$ cat config.mk
export PLATFORM = sky130hd
export DESIGN_NAME = cpu_clk_gen
export DESIGN_NICKNAME = d
export VERILOG_FILES = /design/src/rtl/cpu_clk_pkg.sv /design/src/rtl/cpu_clk_gen.sv
export SDC_FILE = /design/constraint.sdc
export NUM_CORES = 1
export LEC_CHECK = 0
export BUFFER_PORTS_ARGS = -buffer_cell sky130_fd_sc_hd__buf_2
export CAP_MARGIN = 20
export CORE_AREA = 4 4 41 43
export DETAILED_ROUTE_END_ITERATION = 10
export DIE_AREA = 0 0 45 47
export GPL_ROUTABILITY_DRIVEN = 1
export MAX_ROUTING_LAYER = met4
export PLACE_DENSITY_LB_ADDON = 0.2
export SYNTH_ARGS = -nofsm -noshare
export SYNTH_HDL_FRONTEND = slang
export SYNTH_SLANG_ARGS = --single-unit
$ cat constraint.sdc
create_clock -name clk -period 2.5 [get_ports clk]
set_input_delay 0.125 -clock clk [delete_from_list [all_inputs] [get_ports clk]]
set_output_delay 0.125 -clock clk [all_outputs]
set_load 0.02 [all_outputs]
$ cat src/rtl/cpu_clk_pkg.sv
// Shared definitions for the CPU timing generator: sequencer state codes,
// cycle length and the ring next-state function.
package cpu_clk_pkg;

  // Number of master-clock cycles in one instruction cycle.
  localparam int unsigned CYCLE_LEN = 8;

  // State codes double as the phase number (IDLE=0, S1..S8=1..8).
  typedef enum logic [3:0] {
    IDLE = 4'd0,
    S1   = 4'd1,
    S2   = 4'd2,
    S3   = 4'd3,
    S4   = 4'd4,
    S5   = 4'd5,
    S6   = 4'd6,
    S7   = 4'd7,
    S8   = 4'd8
  } state_e;

  // Ring successor: IDLE enters the ring at S1, S8 wraps back to S1, and any
  // code beyond the ring is illegal and recovers through IDLE.
  function automatic state_e next_state(input state_e s);
    logic [3:0] code;
    code = s;
    if (code == 4'(CYCLE_LEN)) begin
      return S1;
    end
    if (code > 4'(CYCLE_LEN)) begin
      return IDLE;
    end
    return state_e'(code + 4'd1);
  endfunction

endpackage

$ cat src/rtl/cpu_clk_gen.sv
// Timing generator for the multi-cycle CPU. An 8-state ring sequencer derives
// the clk/2, clk/4, clk/8 (fetch) phase signals and a one-cycle ALU strobe
// from the master clock; clk1 is the combinational inverse of clk.
// Optional: define CLK_GEN_PHASE_OUT_EN to expose the state code on `phase`.
module cpu_clk_gen
  import cpu_clk_pkg::*;
(
  input  logic       clk,
  input  logic       reset,
  output logic       clk1,
  output logic       clk2,
  output logic       clk4,
  output logic       fetch,
`ifdef CLK_GEN_PHASE_OUT_EN
  output logic [3:0] phase,
`endif
  output logic       alu_clk
);

  state_e state_q;

  // Inverted master clock, valid at all times including reset.
  assign clk1 = ~clk;

`ifdef CLK_GEN_PHASE_OUT_EN
  assign phase = state_q;
`endif

  // Sequencer and registered phase outputs; each state toggles the outputs
  // that change on the edge leaving it. Illegal codes hold outputs.
  always_ff @(posedge clk) begin
    if (reset) begin
      state_q <= IDLE;
      clk2    <= 1'b0;
      clk4    <= 1'b1;
      fetch   <= 1'b0;
      alu_clk <= 1'b0;
    end else begin
      state_q <= next_state(state_q);
      case (state_q)
        S1: begin
          clk2    <= ~clk2;
          alu_clk <= ~alu_clk;
        end
        S2: begin
          clk2    <= ~clk2;
          clk4    <= ~clk4;
          alu_clk <= ~alu_clk;
        end
        S3: clk2 <= ~clk2;
        S4: begin
          clk2  <= ~clk2;
          clk4  <= ~clk4;
          fetch <= ~fetch;
        end
        S5: clk2 <= ~clk2;
        S6: begin
          clk2 <= ~clk2;
          clk4 <= ~clk4;
        end
        S7: clk2 <= ~clk2;
        S8: begin
          clk2  <= ~clk2;
          clk4  <= ~clk4;
          fetch <= ~fetch;
        end
        default: ;
      endcase
    end
  end

endmodule

==> flow_summary.yaml, run 1 <==
synthesis:
  synth.cell_area_um2: 438
  yosys_warnings: 0
  syn_inst: 44
  synth_nets: 50
  avgSynthCellArea_um2: 9.95
  yosysTopAreaCell: "dfxtp_1"
  ys_ff_latch: 8
  synthTopCellsByArea: "dfxtp_1 37%, ha_1 11%, a2111oi_4 6.3%"
  ys_types: 22
  yosysSeqAreaShare: 0.366
  synth_top_area_frac: 0.366
layout:
  diodes: 0
  layout_commonest_cell: "dfxtp_1"
  final_nets: 58
  drive_gt1_frac: 0.275
  final_area_um2: 488
  syn_to_final_growth_pct: 11.4
  final_util: 0.375
  final-instance-count-excl-fill: 66
  mostFrequentLayoutCells: "8 x dfxtp_1, 6 x buf_2, 4 x a21oi_1, 4 x ha_1"
sta:
  clock_skew_ns: 0.00356
  maxSlewViolCount: 0
  setup_viol: 0
  whs_ns: 0.156
  worst_pin_slew_ns: 0.310
  relSlewSlack: 0.793
  final-hold-violation-count: 0
  tns_ns: 0
  rsz0062_at_grt: "false"
critical_path:
  critPathCaptureType: "primary output"
  worstSetupPathType: "clk -> out"
  arrival_ns: 1.72
  cp-startpoint: "clk"
  critPathLaunchType: "clock port"
  r2r_end: "clk2$_SDFFE_PP0P_"
  r2r-start: "state_q[0]$_SDFF_PP0_"
  path_max_fanout: 6
  crit_required_ns: 2.38
  ff2ff_path_depth: 5
  crit_path_end: "clk1"
  reg2reg_slack_ns: 0.89
hold_path:
  hold_class: "in -> reg"
  hold_path_depth: 2
power_and_ir_drop:
  vdd_drop_max_mv: 0.428
  powerDensity_mw_per_mm2: 783
  p_leak_nw: 0.208
die:
  fp-row-count: 13
  ios: 7
  start_util: 0.337
  die-area_mm2: 0.00212
  coreArea_mm2: 0.00130
  dieHeight_um: 47
  fp.dieW_um: 45
run_status:
  status: "finished, final reports clean"
grt:
  grt_use_total: 0.0859
  grt_pass1_vias: 302
  gr-total-overflow: 0
  grt_pass1_wl_mm: 1.24
  antenna_found_initial: 0
  grt_max_degree: 11
placed_design:
  routabilityCongestion: 0.695
  dp_hpwl_um: 525
  dp_cells: 62
  portBuffers: 6
  dpl_cell_area_um2: 460
clock_network:
  clk_latency_ns: 0.26
  htreeDepth: 1
  numCtsBuffers: 3
  cts_resized: 0
  cts_tree: "built"
  ctsLongestPathBuffers: 2
  clkTransAtPathRegs_ns: 0.06
  postCtsSetupRepairBufs: 0
  root_buffer: "clkbuf_4"
  hold_buffers: 0
drt:
  wirelength_um: 699
  num_vias: 306
  wl_per_cell_um: 10.6
  drt_iter0_markers: 8
  drtPass1Iterations: 4
  drc: 0
  via_per_inst: 4.64
  drt.antenna.violating_nets: 0
job:
  max_cap_violations: 0
-- worst max-delay path, cell delays in order --
cell	delay (ns)
clkbuf_4	0.12
clkbuf_4	0.15
inv_1	0.05
buf_2	0.15
-- state kept, by name, indices dropped and copies added (netlist names) --
name / count
fetch: 1
clk2: 1
alu_clk: 1
state_q: 4
clk4: 1
-- metrics by stage --
| stage | total power [mW] | worst slack (ns) |
|---|---|---|
| after floorplan | 0.244 | 0.984 |
| after global placement | 0.272 | 0.919 |
| after detailed placement | 0.272 | 0.902 |
| after CTS | 0.392 | 0.641 |
| after global routing | 0.411 | 0.628 |
| final | 0.382 | 0.658 |
-- cell type report --
cell class                 count  area (µm²)
sequential                     8         160
clock buffer                   4        27.5
fill                         139         813
tap                           15        18.8
clock inverter                 2        8.76
multi-input combinational     30         240
inverter                       2        7.51
timing repair buffer           5        25.0
-- worst min-delay path by stage --
stage	endpoint	from
floorplan	clk1	clk
global placement	clk1	clk
detailed placement	clk1	clk
CTS	state_q[0]$_SDFF_PP0_	reset
global route	state_q[0]$_SDFF_PP0_	reset
finish	state_q[0]$_SDFF_PP0_	reset
-- metal layers --
metal  global-route usage  share of wire  up-vias
met5                    -              0        -
met4               0.0175              0        0
met3               0.0575          0.092        0
met2                0.121           0.39       10
met1                0.101           0.51      130
li1                     -              -      166
-- Yosys cell counts --
master	number
dfxtp_1	8
a21oi_1	4
ha_1	4
inv_1	3
nor2_1	3
buf_6	2
nand3_1	2
nand3b_1	2
nor2b_1	2
nor3_1	2
a2111oi_4	1
a21o_1	1
clkbuf_1	1
mux2_4	1
mux2i_1	1
nor3b_1	1
o21ai_0	1
o21ai_2	1
o31ai_1	1
or2_2	1
or4_1	1
xnor2_1	1
-- power by group --
group	switching (mW)	internal, mW
Combinational	0.0375	0.0365
Clock	0.0838	0.0725
Sequential	0.0113	0.141
Total	0.133	0.249
-- cell families after synthesis --
logic type	Yosys count	share of synthesized area
simple gates	14	0.183
compound gates	9	0.174
flops	8	0.366
buf+inv	6	0.0857
fa+ha+maj	4	0.114
mux	2	0.0571
xor+xnor	1	0.0200
(Power assumes the default switching activity.)
==> run 2: changes to the inputs <==
Clock period 2.5 ns to 1.5 ns, I/O delays scaled along.
==> flow_summary.yaml, run 2 (same netlist as run 1, synthesis figures left out) <==
run_status:
  status: "finished, final reports clean"
layout:
  drive_gt1_frac: 0.411
  final_util: 0.411
  multi_input_area_um2: 248
  syn_to_final_growth_pct: 22.0
  diodes: 0
  nFillCells: 137
  mostFrequentLayoutCells: "6 x dfxtp_1, 6 x buf_2, 5 x buf_4, 4 x inv_1, 4 x a21oi_1"
  area.sequential_um2: 163
  largest_register_ffs: 4
  final_nets: 63
  largest_register: "state_q"
clock_network:
  ctsLongestPathBuffers: 2
  clkTransAtPathRegs_ns: 0.06
  hold_buffers: 0
  clk_latency_ns: 0.26
  numCtsBuffers: 3
  htreeDepth: 1
  cts_tree: "built"
  root_buffer: "clkbuf_4"
  postCtsSetupRepairBufs: 0
sta:
  tns_ns: 0
  setup_viol: 0
  fin_crit_sh: 0.961
  whs_ns: 0.105
  maxSlewViolCount: 0
  min_period_ns: 1.44
  rsz0062_at_grt: "false"
  clock_skew_ns: 0.00384
  fmax_ghz: 0.694
  final-hold-violation-count: 0
  worst_pin_slew_ns: 0.324
  relSlewSlack: 0.783
drt:
  via_per_inst: 4.69
  drtPass1Iterations: 3
  wirelength_um: 753
  num_vias: 333
  drt.antenna.violating_nets: 0
  wl_per_cell_um: 10.6
  drt_iter0_markers: 1
  drc: 0
power_and_ir_drop:
  power_frac_comb: 0.218
  vdd_drop_max_mv: 1.00
  sw_frac_of_total: 0.337
  powerDensity_mw_per_mm2: 1200
  p_sw_mw: 0.216
  pwr-share-seq: 0.395
  p_leak_nw: 0.230
  p_clk_frac: 0.386
  p_int_mw: 0.426
grt:
  grt_pass1_vias: 300
  gr-usage-met2: 0.119
  gr-max-usage-layer: "met2"
  grt_use_total: 0.0875
  grt_use_met1: 0.105
  use_met3: 0.0728
  grt_pass1_wl_mm: 1.26
  grt_max_degree: 11
  gr-total-overflow: 0
  antenna_found_initial: 0
critical_path:
  crit_required_ns: 1.65
  critPathLaunchType: "flop"
  critPathCaptureType: "flop"
  path_max_fanout: 3
  ff2ff_path_depth: 5
  arrival_ns: 1.59
  worstSetupPathType: "reg -> reg"
die:
  die-area_mm2: 0.00212
  coreArea_mm2: 0.00130
  ios: 7
  dieHeight_um: 47
  start_util: 0.337
  fp-row-count: 13
  fp.dieW_um: 45
hold_path:
  hold_class: "in -> reg"
  hold_path_depth: 2
placed_design:
  routabilityCongestion: 0.650
  portBuffers: 6
job:
  max_cap_violations: 0
## run 2: area by class of cell
class	instances	share of cell area
clock inverters	2	0.0141
repair buffers	10	0.117
multi-input cells	30	0.464
flip-flops and latches	8	0.304
inverters	2	0.0141
well taps	15	0.0351
clock buffers	4	0.0515
## run 2: through the flow
stage / power [mW] / setup WS, ns / std cells / cell area [µm²]
after global routing: 0.692 / 0.00360 / 71 / 534
after CTS: 0.655 / 0.0282 / 71 / 531
final: 0.642 / 0.0587 / 71 / 534
after global placement: 0.465 / -0.0160 / 67 / 500
after floorplan: 0.408 / 0.0332 / 44 / 440
after detailed placement: 0.467 / -0.0353 / 67 / 500
## run 2: power by group through the flow
stage / Sequential [mW] / Clock, mW / Combinational, mW
floorplan: 0.270 / 0.0478 / 0.0902
global placement: 0.256 / 0.0705 / 0.138
detailed placement: 0.257 / 0.0705 / 0.140
CTS: 0.253 / 0.260 / 0.142
global route: 0.256 / 0.282 / 0.154
finish: 0.254 / 0.248 / 0.140
## run 2: routing by layer
layer / part of all wire / routed length [µm]
met2: 0.43 / 325
met3: 0.084 / 63
met1: 0.48 / 363
met4: 0 / 0
met5: 0 / 0
## run 2: worst paths after layout
| kind | endpoint | slack [ns] | from |
|---|---|---|---|
| worst min register to register | alu_clk$_SDFFE_PP0P_ | 0.48 | alu_clk$_SDFFE_PP0P_ |
| worst max register to register | clk2$_SDFFE_PP0P_ | 0.06 | state_q[1]$_SDFF_PP0_ |
| worst max-delay path | clk2$_SDFFE_PP0P_ | 0.06 | state_q[1]$_SDFF_PP0_ |
| worst min-delay path | alu_clk$_SDFFE_PP0P_ | 0.11 | reset |
## run 2: critical path, cell delays in order, from the launching register on
cell	delay (ns)
dfxtp_2	0.33
buf_4	0.13
ha_2	0.19
a2111oi_4	0.30
o21ai_2	0.09
mux2_4	0.30
## run 2: timing repair
| item | CTS | global route |
|---|---|---|
| pin swaps | 1 | 1 |
| endpoints found under the setup margin | 1 | 1 |
| gates resized for setup | 2 | 2 |
==> run 3: changes to the inputs <==
Clock period 1.5 ns to 1.42 ns, I/O delays scaled along.
==> flow_summary.yaml, run 3 (same netlist as run 1, synthesis figures left out) <==
sta:
  rsz0062_at_grt: "true"
  setup_viol: 0
  final-hold-violation-count: 0
  maxSlewViolCount: 0
  whs_ns: 0.111
  worst_pin_slew_ns: 0.331
  min_period_ns: 1.41
  clock_skew_ns: 0.000944
  fin_crit_sh: 0.995
  relSlewSlack: 0.779
  tns_ns: 0
  fmax_ghz: 0.708
clock_network:
  numCtsBuffers: 3
  clk_latency_ns: 0.25
  clkTransAtPathRegs_ns: 0.06
  root_buffer: "clkbuf_4"
  ctsLongestPathBuffers: 2
  htreeDepth: 1
  cts_tree: "built"
grt:
  grt_pass1_wl_mm: 1.25
  gr-max-usage-layer: "met2"
  antenna_found_initial: 0
  grt_pass1_vias: 297
  use_met3: 0.0728
  grt_max_degree: 11
  gr-total-overflow: 0
  gr-usage-met2: 0.124
  grt_use_total: 0.0900
  grt_use_met1: 0.108
critical_path:
  reg2reg_slack_ns: 0.007
  slowest_delay_ns: 0.37
  critPathCaptureType: "flop"
  crit_buf_inv: 1
  path_max_fanout: 3
  critPathTopFamily: "compound AO/OA/AOI/OAI gates"
  path_cells: "inv_4 -> ha_4 -> a2111oi_4 -> o21ai_2 -> mux2_4"
  r2r-start: "state_q[1]$_SDFF_PP0_"
  arrival_ns: 1.56
  ff2ff_path_depth: 5
  critPathLaunchType: "flop"
  cpMaxStageDelayCell: "dfxtp_4"
  worstSetupPathType: "reg -> reg"
  crit_required_ns: 1.57
  r2r_end: "clk2$_SDFFE_PP0P_"
layout:
  nFillCells: 127
  mostFrequentLayoutCells: "6 x dfxtp_1, 6 x buf_2, 6 x buf_4, 4 x a21oi_1"
  largest_register_ffs: 4
  largest_register: "state_q"
  final_nets: 64
  diodes: 0
  syn_to_final_growth_pct: 32.9
  drive_gt1_frac: 0.474
  final_util: 0.447
die:
  ios: 7
  fp.dieW_um: 45
  die-area_mm2: 0.00212
  start_util: 0.337
  dieHeight_um: 47
  fp-row-count: 13
  coreArea_mm2: 0.00130
hold_path:
  min_from: "reset"
  worstHoldEndpoint: "fetch$_SDFFE_PP0P_"
  hold_class: "in -> reg"
  hold_path_depth: 2
drt:
  drc: 0
  wirelength_um: 794
  drt_iter0_markers: 9
  via_per_inst: 4.63
  drt.antenna.violating_nets: 0
  wl_per_cell_um: 11.0
  drtPass1Iterations: 2
  num_vias: 333
power_and_ir_drop:
  total_power_mw: 0.697
  p_leak_nw: 0.240
  vdd_drop_max_mv: 0.893
  powerDensity_mw_per_mm2: 1200
run_status:
  status: "finished, final reports clean"
placed_design:
  dp_hpwl_um: 587
  routabilityCongestion: 0.709
  portBuffers: 6
job:
  max_cap_violations: 0
run 3: cell types whose count changed in the layout (fill, tap and decap cells not counted):
cell	delta
ha_4	+3
ha_1	-1
inv_1	-2
inv_4	+1
ha_2	-2
dfxtp_4	+2
dfxtp_2	-2
inv_2	+1
buf_4	+1
run 3: per-stage QoR:
step / setup slack, ns / area [µm²] / std cells
after floorplan: 0.00328 / 457 / 44
after global placement: -0.0355 / 517 / 67
after detailed placement: -0.0471 / 517 / 67
after CTS: 0.00412 / 552 / 72
after global routing: -0.0826 / 582 / 72
final: 0.00671 / 582 / 72
run 3: area by class of cell:
type | instances | area (µm²) | share of cell area
clock buffer | 4 | 27.5 | 0.0473
clock inverter | 2 | 7.51 | 0.0129
inverter | 2 | 10.0 | 0.0172
multi-input combinational | 30 | 280 | 0.482
sequential | 8 | 168 | 0.288
tap | 15 | 18.8 | 0.0323
timing repair buffer | 11 | 70.1 | 0.120
run 3: routing by layer:
metal | vias to the layer above | wire length, µm
li1 | 178 | -
met5 | - | 0
met1 | 147 | 362
met3 | 0 | 66
met4 | 0 | 0
met2 | 8 | 365
run 3: how the worst max path moves through the flow:
stage                     startpoint           endpoint  slack [ns]  cells past startpoint
4_1_cts        state_q[0]$_SDFF_PP0_  clk2$_SDFFE_PP0P_       0.004                      5
6_report       state_q[1]$_SDFF_PP0_  clk2$_SDFFE_PP0P_       0.007                      5
2_1_floorplan  state_q[1]$_SDFF_PP0_  clk2$_SDFFE_PP0P_       0.003                      5
3_3_place_gp   state_q[0]$_SDFF_PP0_  clk2$_SDFFE_PP0P_       -0.04                      5
3_5_place_dp   state_q[0]$_SDFF_PP0_  clk2$_SDFFE_PP0P_       -0.05                      5
5_1_grt        state_q[1]$_SDFF_PP0_  clk2$_SDFFE_PP0P_       -0.08                      5
run 3: where the power goes:
| part | leakage (nW) | total [mW] | switching (mW) | internal (mW) |
|---|---|---|---|---|
| Combinational | 0.144 | 0.166 | 0.0769 | 0.0894 |
| Clock | 0.0284 | 0.260 | 0.136 | 0.124 |
| Sequential | 0.0669 | 0.270 | 0.0221 | 0.248 |
| Total | 0.240 | 0.697 | 0.235 | 0.462 |
run 3: what timing repair did:
item                                    in CTS  in global routing
resized for setup                            2                  6
pin swaps                                    0                  2
endpoints found under the setup margin       1                  1
buffers inserted                             1                  0
hold buffers                                 0                  0
